[config.mk]
export PLATFORM = sky130hd
export DESIGN_NAME = vga_rx_monitor_flat
export DESIGN_NICKNAME = d
export VERILOG_FILES = /design/src/rtl/vga_rx_monitor_if.sv /design/src/rtl/vga_rx_monitor.sv /design/src/flat_wrapper.sv
export SDC_FILE = /design/constraint.sdc
export NUM_CORES = 1
export LEC_CHECK = 0
export CAP_MARGIN = 20
export CORE_MARGIN = 4
export CORE_UTILIZATION = 58
export DETAILED_ROUTE_END_ITERATION = 10
export PLACE_DENSITY_LB_ADDON = 0.2
export RECOVER_POWER = 100
export SLEW_MARGIN = 5
export SYNTH_ARGS = -nofsm -noshare
export SYNTH_HDL_FRONTEND = slang
export SYNTH_SLANG_ARGS = --single-unit
[constraint.sdc]
create_clock -name i_clk -period 4.7 [get_ports i_clk]
set_input_delay 0.94 -clock i_clk [delete_from_list [all_inputs] [get_ports i_clk]]
set_output_delay 0.94 -clock i_clk [all_outputs]
set_load 0.02 [all_outputs]
[src/rtl/vga_rx_monitor_if.sv]
// Bundle between a VGA PMOD source/controller and the receive monitor.
// Latency: none, wires only.
// Backpressure: none; the pixel stream is free-running and results are levels or pulses.
// Signals:
//   vga_in        raw PMOD pins: [7]=hsync [6]=b0 [5]=g0 [4]=r0 [3]=vsync [2]=b1 [1]=g1 [0]=r1
//   probe_x/y     probe coordinate (clocks after hsync lead / lines after frame start)
//   locked, h_total, h_sync_w, v_total, v_sync_w   lock state and timing measurements
//   frame_strobe, lock_lost, err_count             event pulses and lock-loss counter
//   probe_rgb, probe_valid                         sampled colour (RrGgBb) and its strobe
interface vga_rx_monitor_if #(
    parameter int CW = 11,
    parameter int VW = 10
);
    logic [7:0]    vga_in;
    logic [CW-1:0] probe_x;
    logic [VW-1:0] probe_y;
    logic          locked;
    logic [CW-1:0] h_total;
    logic [CW-1:0] h_sync_w;
    logic [VW-1:0] v_total;
    logic [VW-1:0] v_sync_w;
    logic          frame_strobe;
    logic          lock_lost;
    logic [7:0]    err_count;
    logic [5:0]    probe_rgb;
    logic          probe_valid;

    // master: the side that produces the pixel stream and reads results
    modport master (
        output vga_in, probe_x, probe_y,
        input  locked, h_total, h_sync_w, v_total, v_sync_w,
        input  frame_strobe, lock_lost, err_count, probe_rgb, probe_valid
    );

    // slave: the monitor itself
    modport slave (
        input  vga_in, probe_x, probe_y,
        output locked, h_total, h_sync_w, v_total, v_sync_w,
        output frame_strobe, lock_lost, err_count, probe_rgb, probe_valid
    );
endinterface

[src/rtl/vga_rx_monitor.sv]
// Watches a Tiny VGA PMOD stream, measures line/frame timing, locks, and probes one pixel.
// Latency: SYNC_STAGES+1 clocks from vga_in to probe_rgb; event pulses one clock after the edge.
// Backpressure: none; the stream is never stalled, all results are levels or one-cycle pulses.
// Ports:
//   i_clk    pixel clock
//   i_rst_n  asynchronous active-low reset, clears every register and output
//   io_bus   vga_rx_monitor_if.slave (pins and probe coordinate in, measurements/events out);
//            the interface instance must use the same CW/VW as this module.
module vga_rx_monitor #(
    parameter int CW              = 11,
    parameter int VW              = 10,
    parameter int SYNC_STAGES     = 2,
    parameter int SYNC_ACTIVE_LOW = 1
) (
    input  logic            i_clk,
    input  logic            i_rst_n,
    vga_rx_monitor_if.slave io_bus
);

    typedef enum logic [1:0] {
        SEEK    = 2'd0,
        MEASURE = 2'd1,
        LOCKED  = 2'd2
    } state_t;

    // Polarity is normalised before the synchroniser so that the reset value of
    // the flops (0) reads as "sync deasserted" and reset never fakes a sync edge.
    localparam logic [7:0] SYNC_POL = (SYNC_ACTIVE_LOW != 0) ? 8'h88 : 8'h00;

    logic [7:0] w_norm;
    logic [7:0] w_sync;

    assign w_norm = io_bus.vga_in ^ SYNC_POL;

    generate
        if (SYNC_STAGES == 0) begin : g_nosync
            assign w_sync = w_norm;
        end else begin : g_sync
            logic [7:0] r_sync [SYNC_STAGES];
            always_ff @(posedge i_clk or negedge i_rst_n) begin
                if (!i_rst_n) begin
                    for (int i = 0; i < SYNC_STAGES; i++) r_sync[i] <= '0;
                end else begin
                    r_sync[0] <= w_norm;
                    for (int i = 1; i < SYNC_STAGES; i++) r_sync[i] <= r_sync[i-1];
                end
            end
            assign w_sync = r_sync[SYNC_STAGES-1];
        end
    endgenerate

    logic       w_s_hs;
    logic       w_s_vs;
    logic [5:0] w_s_rgb;

    assign w_s_hs  = w_sync[7];
    assign w_s_vs  = w_sync[3];
    assign w_s_rgb = {w_sync[0], w_sync[4], w_sync[1], w_sync[5], w_sync[2], w_sync[6]};

    state_t        r_state;
    logic          r_hs_d;
    logic [CW-1:0] r_hcnt;
    logic [VW-1:0] r_vcnt;
    logic          r_vs_at_line;
    logic [VW-1:0] r_vs_cnt;
    logic          r_h_latched;
    logic [CW-1:0] r_h_total;
    logic [CW-1:0] r_h_sync_w;
    logic [VW-1:0] r_v_total;
    logic [VW-1:0] r_v_sync_w;
    logic          r_frame_strobe;
    logic          r_lock_lost;
    logic [7:0]    r_err_count;
    logic [5:0]    r_probe_rgb;
    logic          r_probe_valid;

    logic          w_hs_lead;
    logic          w_hs_trail;
    logic          w_hcnt_sat;
    logic [CW-1:0] w_hcnt_p1;
    logic [VW-1:0] w_frame_len;
    logic          w_frame_start;
    logic          w_probe_hit;

    assign w_hs_lead   = w_s_hs & ~r_hs_d;
    assign w_hs_trail  = ~w_s_hs & r_hs_d;
    assign w_hcnt_sat  = &r_hcnt;
    // hcnt is reloaded on the lead cycle itself, so it reads one less than the
    // number of clocks since the lead: +1 gives both line length (at the next
    // lead) and hsync pulse width in clocks (at the trail).
    assign w_hcnt_p1   = r_hcnt + CW'(1);
    assign w_frame_len = r_vcnt + VW'(1);
    assign w_frame_start = w_hs_lead & w_s_vs & ~r_vs_at_line;
    assign w_probe_hit = (r_state == LOCKED) &&
                         (r_vcnt == io_bus.probe_y) && (r_hcnt == io_bus.probe_x);

    // Next-state and measurement-load decode
    state_t w_state_nxt;
    logic   w_h_latched_nxt;
    logic   w_ld_h_total;
    logic   w_ld_h_sync_w;
    logic   w_ld_v;
    logic   w_lock_err;

    always_comb begin
        w_state_nxt     = r_state;
        w_h_latched_nxt = r_h_latched;
        w_ld_h_total    = 1'b0;
        w_ld_h_sync_w   = 1'b0;
        w_ld_v          = 1'b0;
        w_lock_err      = 1'b0;
        case (r_state)
            SEEK: begin
                if (w_frame_start) begin
                    w_state_nxt     = MEASURE;
                    w_h_latched_nxt = 1'b0;
                end
            end
            MEASURE: begin
                if (w_hs_lead && r_h_latched && (w_hcnt_p1 != r_h_total)) begin
                    w_state_nxt = SEEK;
                end else begin
                    w_ld_h_sync_w = w_hs_trail;
                    if (w_frame_start) begin
                        // a frame with no complete line yet keeps measuring
                        if (r_h_latched) begin
                            w_ld_v      = 1'b1;
                            w_state_nxt = LOCKED;
                        end
                    end else if (w_hs_lead && !r_h_latched) begin
                        w_ld_h_total    = 1'b1;
                        w_h_latched_nxt = 1'b1;
                    end
                end
            end
            LOCKED: begin
                w_lock_err = (w_hs_lead && (w_hcnt_p1 != r_h_total)) ||
                             (w_frame_start && (w_frame_len != r_v_total)) ||
                             (w_hs_trail && (w_hcnt_p1 != r_h_sync_w)) ||
                             w_hcnt_sat;
                if (w_lock_err) w_state_nxt = SEEK;
            end
            default: w_state_nxt = SEEK;
        endcase
    end

    always_ff @(posedge i_clk or negedge i_rst_n) begin
        if (!i_rst_n) begin
            r_state     <= SEEK;
            r_h_latched <= 1'b0;
        end else begin
            r_state     <= w_state_nxt;
            r_h_latched <= w_h_latched_nxt;
        end
    end

    always_ff @(posedge i_clk or negedge i_rst_n) begin
        if (!i_rst_n) begin
            r_hs_d         <= 1'b0;
            r_hcnt         <= '0;
            r_vcnt         <= '0;
            r_vs_at_line   <= 1'b0;
            r_vs_cnt       <= '0;
            r_h_total      <= '0;
            r_h_sync_w     <= '0;
            r_v_total      <= '0;
            r_v_sync_w     <= '0;
            r_frame_strobe <= 1'b0;
            r_lock_lost    <= 1'b0;
            r_err_count    <= '0;
            r_probe_rgb    <= '0;
            r_probe_valid  <= 1'b0;
        end else begin
            r_hs_d <= w_s_hs;

            if (w_hs_lead)        r_hcnt <= '0;
            else if (!w_hcnt_sat) r_hcnt <= w_hcnt_p1;

            if (w_frame_start)               r_vcnt <= '0;
            else if (w_hs_lead && !(&r_vcnt)) r_vcnt <= r_vcnt + VW'(1);

            if (w_hs_lead) r_vs_at_line <= w_s_vs;

            // Lines with vsync asserted, counted from frame start; the line that
            // starts the frame is itself a vsync line.
            if (w_frame_start)                             r_vs_cnt <= VW'(1);
            else if (w_hs_lead && w_s_vs && !(&r_vs_cnt))  r_vs_cnt <= r_vs_cnt + VW'(1);

            if (w_ld_h_total)  r_h_total  <= w_hcnt_p1;
            if (w_ld_h_sync_w) r_h_sync_w <= w_hcnt_p1;
            if (w_ld_v) begin
                r_v_total  <= w_frame_len;
                r_v_sync_w <= r_vs_cnt;
            end

            r_frame_strobe <= w_frame_start;
            r_lock_lost    <= w_lock_err;
            if (w_lock_err && (r_err_count != 8'hFF)) r_err_count <= r_err_count + 8'd1;

            r_probe_valid <= w_probe_hit;
            if (w_probe_hit) r_probe_rgb <= w_s_rgb;
        end
    end

    assign io_bus.locked       = (r_state == LOCKED);
    assign io_bus.h_total      = r_h_total;
    assign io_bus.h_sync_w     = r_h_sync_w;
    assign io_bus.v_total      = r_v_total;
    assign io_bus.v_sync_w     = r_v_sync_w;
    assign io_bus.frame_strobe = r_frame_strobe;
    assign io_bus.lock_lost    = r_lock_lost;
    assign io_bus.err_count    = r_err_count;
    assign io_bus.probe_rgb    = r_probe_rgb;
    assign io_bus.probe_valid  = r_probe_valid;

endmodule
[src/flat_wrapper.sv]
// flat-port wrapper written by rule: the top's interface ports become plain ports
module vga_rx_monitor_flat 
#(
    parameter int CW              = 11,
    parameter int VW              = 10,
    parameter int SYNC_STAGES     = 2,
    parameter int SYNC_ACTIVE_LOW = 1
)
  (i_clk, i_rst_n, io_bus_vga_in, io_bus_probe_x, io_bus_probe_y, io_bus_locked, io_bus_h_total, io_bus_h_sync_w, io_bus_v_total, io_bus_v_sync_w, io_bus_frame_strobe, io_bus_lock_lost, io_bus_err_count, io_bus_probe_rgb, io_bus_probe_valid);
  vga_rx_monitor_if #(.CW(CW), .VW(VW)) io_bus_i ();
  input  logic i_clk;
  input  logic i_rst_n;
  input wire logic [$bits(io_bus_i.vga_in)-1:0] io_bus_vga_in;
  input wire logic [$bits(io_bus_i.probe_x)-1:0] io_bus_probe_x;
  input wire logic [$bits(io_bus_i.probe_y)-1:0] io_bus_probe_y;
  output wire logic [$bits(io_bus_i.locked)-1:0] io_bus_locked;
  output wire logic [$bits(io_bus_i.h_total)-1:0] io_bus_h_total;
  output wire logic [$bits(io_bus_i.h_sync_w)-1:0] io_bus_h_sync_w;
  output wire logic [$bits(io_bus_i.v_total)-1:0] io_bus_v_total;
  output wire logic [$bits(io_bus_i.v_sync_w)-1:0] io_bus_v_sync_w;
  output wire logic [$bits(io_bus_i.frame_strobe)-1:0] io_bus_frame_strobe;
  output wire logic [$bits(io_bus_i.lock_lost)-1:0] io_bus_lock_lost;
  output wire logic [$bits(io_bus_i.err_count)-1:0] io_bus_err_count;
  output wire logic [$bits(io_bus_i.probe_rgb)-1:0] io_bus_probe_rgb;
  output wire logic [$bits(io_bus_i.probe_valid)-1:0] io_bus_probe_valid;
  assign io_bus_i.vga_in = io_bus_vga_in;
  assign io_bus_i.probe_x = io_bus_probe_x;
  assign io_bus_i.probe_y = io_bus_probe_y;
  assign io_bus_locked = io_bus_i.locked;
  assign io_bus_h_total = io_bus_i.h_total;
  assign io_bus_h_sync_w = io_bus_i.h_sync_w;
  assign io_bus_v_total = io_bus_i.v_total;
  assign io_bus_v_sync_w = io_bus_i.v_sync_w;
  assign io_bus_frame_strobe = io_bus_i.frame_strobe;
  assign io_bus_lock_lost = io_bus_i.lock_lost;
  assign io_bus_err_count = io_bus_i.err_count;
  assign io_bus_probe_rgb = io_bus_i.probe_rgb;
  assign io_bus_probe_valid = io_bus_i.probe_valid;
  vga_rx_monitor #(.CW(CW), .VW(VW), .SYNC_STAGES(SYNC_STAGES), .SYNC_ACTIVE_LOW(SYNC_ACTIVE_LOW)) u_core (.i_clk(i_clk), .i_rst_n(i_rst_n), .io_bus(io_bus_i));
endmodule
Yosys cells after proc, flatten, opt, wreduce, memory -nomap -nowiden:

Index checks and enable logic that the tools add are counted.

* register bits after elaboration: 111
* input bits: 31
* output and inout port bits: 60
* logic and storage cells: 101

* $add $sub $neg: 4
* equal/unequal tests: 16
* muxes and demuxes: 28
* bitwise gates (word level): 8
* reduce and logical (&&, ||, !) cells: 27

Operators with widths (count)
* $mux W10: 4
* $mux W11: 2
* $ne A11 B11 Y1: 2
* $add A10 B1 Y10 const B: 2
* $reduce_and A10 Y1: 2
* $mux W1: 15
* $logic_and A1 B1 Y1: 12
* $add A11 B1 Y11 const B: 1
* $eq A11 B11 Y1: 1
* $reduce_and A11 Y1: 1
* $eq A10 B10 Y1: 1
* $mux W2: 5
* $ne A10 B10 Y1: 1
* $add A8 B1 Y8 const B: 1
* $ne A2 B1 Y1 const B: 4
* $ne A8 B8 Y1 const B: 1
* $ne A3 B1 Y1 const B: 2
* $pmux W2 S3: 1
* $reduce_bool A2 Y1: 3
* $reduce_and A5 Y1: 1
* $and A1 B1 Y1: 4
* $ne A2 B2 Y1 const B: 2
* $reduce_and A4 Y1: 1
* $logic_not A1 Y1: 3
* 7 further kinds: 11

Logic depth before layout (Yosys ltp):

* depth in word-level cells: 10
* mapped depth: 12
* gate-level depth less buffers: 10

Least setup slack after synthesis:

OpenSTA, ideal clock, no wires.

* path kind: input port to flip-flop
* start point: input io_bus_probe_x[2]
* end point: register u_core.r_probe_rgb[0], in the netlist u_core.io_bus.probe_rgb[0]
* setup time: 125 ps
* arrival: 2662 ps
* data required time: 4575 ps
* setup slack: 1913 ps
* cell stages on the path: 6
* buffers on the path: 0
* cell sequence: xnor2_1 -> nand2_1 -> or3b_2 -> or3_1 -> nor3_2 -> mux2_2

* cells in the longest elaborated chain, start to end: 2

Ends and longest elaborated chain
* start: declaration: RTL line flat_wrapper.sv:14 `input wire logic [$bits(io_bus_i.probe_x)-1:0] io_bus_probe_x;`
* $eq A11 B11 Y1: RTL line vga_rx_monitor.sv:95 `(r_vcnt == io_bus.probe_y) && (r_hcnt == io_bus.probe_x);`
* $logic_and A1 B1 Y1: RTL line vga_rx_monitor.sv:95
* end signal: assignment: RTL line vga_rx_monitor.sv:201 `if (w_probe_hit) r_probe_rgb <= w_s_rgb;`
* end: declaration: RTL line vga_rx_monitor.sv:74 `logic [5:0] r_probe_rgb;`

Every way passes these cells.
A chain may end at the register's enable or synchronous reset.

Worst setup path after layout:

* start point: register u_core.r_hcnt[0]
* end point: register u_core.r_err_count[1], in the netlist u_core.io_bus.err_count[1]

* cells in the longest elaborated chain, start to end: 8
* elaborated cells on any way between the ends: 11
* classes of those cells: add/sub: 1; eq/ne: 2; mux: 1; reduce/logical: 7

Ends and longest elaborated chain
* start: declaration: RTL line vga_rx_monitor.sv:62 `logic [CW-1:0] r_hcnt;`
* start signal: assignment: RTL line vga_rx_monitor.sv:177 `else if (!w_hcnt_sat) r_hcnt <= w_hcnt_p1;`
* $add A11 B1 Y11: RTL line vga_rx_monitor.sv:91 `assign w_hcnt_p1 = r_hcnt + CW'(1);`
* $ne A11 B11 Y1: RTL line vga_rx_monitor.sv:137 `w_lock_err = (w_hs_lead && (w_hcnt_p1 != r_h_total)) ||`
* $logic_and A1 B1 Y1: RTL line vga_rx_monitor.sv:137
* $logic_or A1 B1 Y1: RTL line vga_rx_monitor.sv:137
* $logic_or A1 B1 Y1: RTL line vga_rx_monitor.sv:138 `(w_frame_start && (w_frame_len != r_v_total)) ||`
* $logic_or A1 B1 Y1 (*): RTL line vga_rx_monitor.sv:139 `(w_hs_trail && (w_hcnt_p1 != r_h_sync_w)) ||`
* $mux W1 (*): RTL line vga_rx_monitor.sv:112 `case (r_state)`
* $logic_and A1 B1 Y1 (*): RTL line vga_rx_monitor.sv:198 `if (w_lock_err && (r_err_count != 8'hFF)) r_err_count <= r_err_count + 8'd1;`
* end signal: assignment: RTL line vga_rx_monitor.sv:198
* end: declaration: RTL line vga_rx_monitor.sv:73 `logic [7:0] r_err_count;`

Every way passes the cells marked *; elsewhere a longest branch is shown, timed or not.

==> summary.md <==
| Metric | Value |
|---|---|
| Result of the run | finished, violations left |
| Violations in the final reports | max-capacitance violations, max-slew violations |
| Arrival time of the worst setup path | 4.08 ns |
| Area growth from synthesis to layout | 18.2% |
| Vias in the first global route | 4194 |
| Unrepaired setup endpoints after global routing | no |
| Met3 Track Usage GR | 4.98% |
| Most common cell after layout, fill and taps aside | dfrtp_1 |
| Cells taking the most area after synthesis | dfrtp_1, xnor2_1, xor2_1, nand2_1, nor2_1 |
| Global routing usage on met2 | 36.4% |
| Row Count | 35 |
| Std-Cell Core Area | 0.00933 sq mm |
| Avg Cell Area, Syn | 10.4 sq um |
| Min Tclk post-route | 3.81 ns |
| Worst slew margin | -71.4% |
| Async set-reset flop share out of synthesis | 100% |
| Commonest register cell after synthesis | dfrtp_1 |
| Endpoint of the worst setup timing path | u_core.io_bus.err_count[1]$_DFFE_PN0P_ |
| Clk buf depth | 2 |
| Number of enable-type register cells in the synthesized netlist | 0 |
| CTS tree | done |
| Worst supply voltage drop on vdd | 265 uV |
| Slew @ Worst Pin | 2.57 ns |
| Delay of the slowest cell on the worst path | 0.61 ns |
| Number of setup buffers added after CTS | 0 |
| R2R setup slack | 0.89 ns |
| Setup_tns | 0 ns |
| Routed wire length | 12700 microns |
| Final Hold Slack | 0.353 ns |
| Number of gates given a new drive strength after cts | 0 |
| Share of the yosys chip area belonging to registers | 49.4% |
| Hold-fix buffers at CTS | 0 |
| Critical path startpoint | u_core.r_hcnt[0]$_DFFE_PN0P_ |
| Met1 Track Usage GR | 34.4% |
| Max-slew violation total from the final report | 50 |
| Number of vias per cell | 5.58 |
| Post-Route Skew | 0.0232 ns |
| Commonest non-fill, non-tap cells in the layout | dfrtp_1, dlygate4sd3_1, nand2_1, xnor2_1, nor2_1 |
| Die X | 106 microns |
| Cell-by-cell trace of the critical path | ha_1, nand3_1, nor3_1, nand2_1, and4b_1, nand4b_1, a2bb2oi_1, a21oi_1, mux2_1 |
| Initial antenna violation count | 0 |
| Master cell of the clock root buffer | clkbuf_8 |
| Launch point of the worst reg-to-reg path | u_core.r_hcnt[0]$_DFFE_PN0P_ |
| Post-CTS clock slew at the launch and capture registers of the worst setup and hold paths | 0.11 ns |
| Setup CP Type | flip-flop to flip-flop |
| Gr ovfl total | 0 |
| CTS Buf Count | 9 |
| Clock sink count | 111 |
| Maximum number of pins on one net before global-route repair | 50 |
| Number of top-level pins | 91 |
| Finished Core Util | 71.2% |
| Worst Setup End Kind | flip-flop |
| Remaining routing DRC violations | 0 |
| Crit share post-route | 81.1% |
| Last weighted congestion value of the routability-driven placer | 0.923 |
| First-pass GRT wire length | 21300 microns |
| Crit Reg-Reg Endpoint | u_core.io_bus.err_count[1]$_DFFE_PN0P_ |
| Number of nets with antenna violations after routing | 0 |
| Area leader, netlist | dfrtp_1 |
| FF+latch count, synth | 111 |
| Count of nets after finishing | 653 |
| Element type at the critical path start | flip-flop |
| Insertion delay to the later sink of the worst-skew pair | 0.38 ns |
| Max Clk Rate | 262 MHz |
| Global routing usage summed across all routing layers | 23.6% |
| Total count of hold-check failures in the final report | 0 |
| Number of synthesis warnings | 0 |
| Port bufs | 90 |
| Area of the die | 0.0113 sq mm |
| Busiest layer in global routing | met2 |
| Hold Crit Class | flip-flop to flip-flop |
| Worst-case reg-to-reg path depth | 9 |
| Ratio of cells with drive above 1 in the final layout | 5.62% |
| Detailed Place HPWL | 9230 microns |
| Critical-path cell with the highest stage delay | dfrtp_1 |
| Iter 0 DRT Violations | 200 |
| Floorplan die height | 106 microns |
| Total setup violations reported at the end of the flow | 0 |
| Inserted Diodes | 0 |
| Router iterations before antenna repair | 5 |
| Number of nets produced by synthesis | 574 |
| Start point of the worst hold path | u_core.g_sync.r_sync[10]$_DFF_PN0_ |
| Routed wire per std cell | 16.9 microns |
| H-tree levels | 3 |
| Max_cap viols | 1 |
| Share of the synthesized area in the top cell type | 49.4% |
| Count of cell types in the netlist | 60 |
| Netlist area before placement | 0.00562 sq mm |
| Maximum fanout encountered on the critical timing path | 12 |
| Initial standard-cell utilization of the core | 60.2% |
| Via total after detailed routing | 4199 |
| Total power divided by cell area | 430 mW/mm^2 |
| Required time of the critical path | 4.96 ns |
| Number of instances in the synthesized netlist | 539 |
| Leak Pwr | 2.97 nW |
==> how the worst min path moves through the flow <==
stage,to,slack (ns),cells after the start
floorplan,u_core.w_sync[0]$_DFF_PN0_,0.33,0
detailed placement,u_core.w_sync[2]$_DFF_PN0_,0.33,0
CTS,u_core.w_sync[2]$_DFF_PN0_,0.35,0
global placement,u_core.w_sync[5]$_DFF_PN0_,0.33,0
global route,u_core.w_sync[4]$_DFF_PN0_,0.36,0
finish,u_core.w_sync[2]$_DFF_PN0_,0.35,0
==> Yosys cell counts, types with 3 or more instances <==
library cell	number
a21oi_1	27
xnor2_1	54
buf_2	10
xor2_1	35
inv_1	8
dfrtp_1	111
nor2_1	47
o211ai_1	4
buf_4	4
mux2_4	11
mux2i_1	3
nand2b_1	7
nor2b_1	4
nor3_1	7
clkbuf_1	10
or3_1	5
nand4b_1	3
and3_1	6
o221ai_1	3
nand3_1	13
nor4_1	3
o21ai_0	33
mux2_2	8
ha_1	4
and2_1	4
nand4_1	14
nand2_1	55
==> worst max-delay path, delay by kind of cell (launching register included) <==
kind / cells / cell delay, ns
AOI/OAI and AO/OA: 2 / 0.66
adders and majority gates: 1 / 0.34
and+or+nand+nor: 5 / 1.73
DFF: 1 / 0.61
muxes: 1 / 0.38
==> cells by family after synthesis <==
kind of cell | synth area share, %
adders and majority gates | 0.891
AOI/OAI and AO/OA | 9.55
DFF | 49.4
xor gates and xnor gates | 14.5
and+or+nand+nor | 17.1
buffers and inverters | 3.25
muxes | 5.28
==> stage by stage <==
stage | total power, mW | setup WS, ns | cell area [sq um] | std cells
6_report | 2.86 | 0.886 | 6640 | 752
5_1_grt | 3.03 | 0.509 | 6640 | 752
4_1_cts | 2.95 | 1.25 | 6770 | 752
3_5_place_dp | 2.40 | 1.16 | 6580 | 736
3_3_place_gp | 2.37 | 1.20 | 6580 | 736
2_1_floorplan | 1.98 | 1.91 | 5620 | 539
==> per-layer routing <==
layer  wire [microns]  up-vias
met1             5810     2031
met2             5870      151
met3              876       13
met4              142        0
li1                 -     2004
met5                0        -
==> sequential cells by signal, summed over array words and instances (netlist names), 2 cells and up <==
| name | flops |
|---|---|
| u_core.r_vs_cnt | 10 |
| u_core.io_bus.v_total | 10 |
| u_core.r_hcnt | 11 |
| u_core.r_state | 2 |
| u_core.r_vcnt | 10 |
| u_core.io_bus.h_total | 11 |
| u_core.io_bus.h_sync_w | 11 |
| u_core.w_sync | 8 |
| u_core.g_sync.r_sync | 8 |
| u_core.io_bus.v_sync_w | 10 |
| u_core.io_bus.err_count | 8 |
| u_core.io_bus.probe_rgb | 6 |
==> where the power goes <==
| part | switching (mW) | internal (mW) | total [mW] |
|---|---|---|---|
| logic | 0.501 | 0.453 | 0.953 |
| clock network | 0.342 | 0.207 | 0.550 |
| registers | 0.236 | 1.12 | 1.35 |
| total | 1.08 | 1.78 | 2.86 |
==> final cells by class <==
class                   instances  area [sq um]
clock buffers                  10           128
clock inverters                 6          62.6
fillers                       711          2690
inverters                       8          30.0
multi-input cells             391          2550
flip-flops and latches        111          2780
well taps                     129           161
repair buffers                 97           931
(Power assumes the default switching activity.)
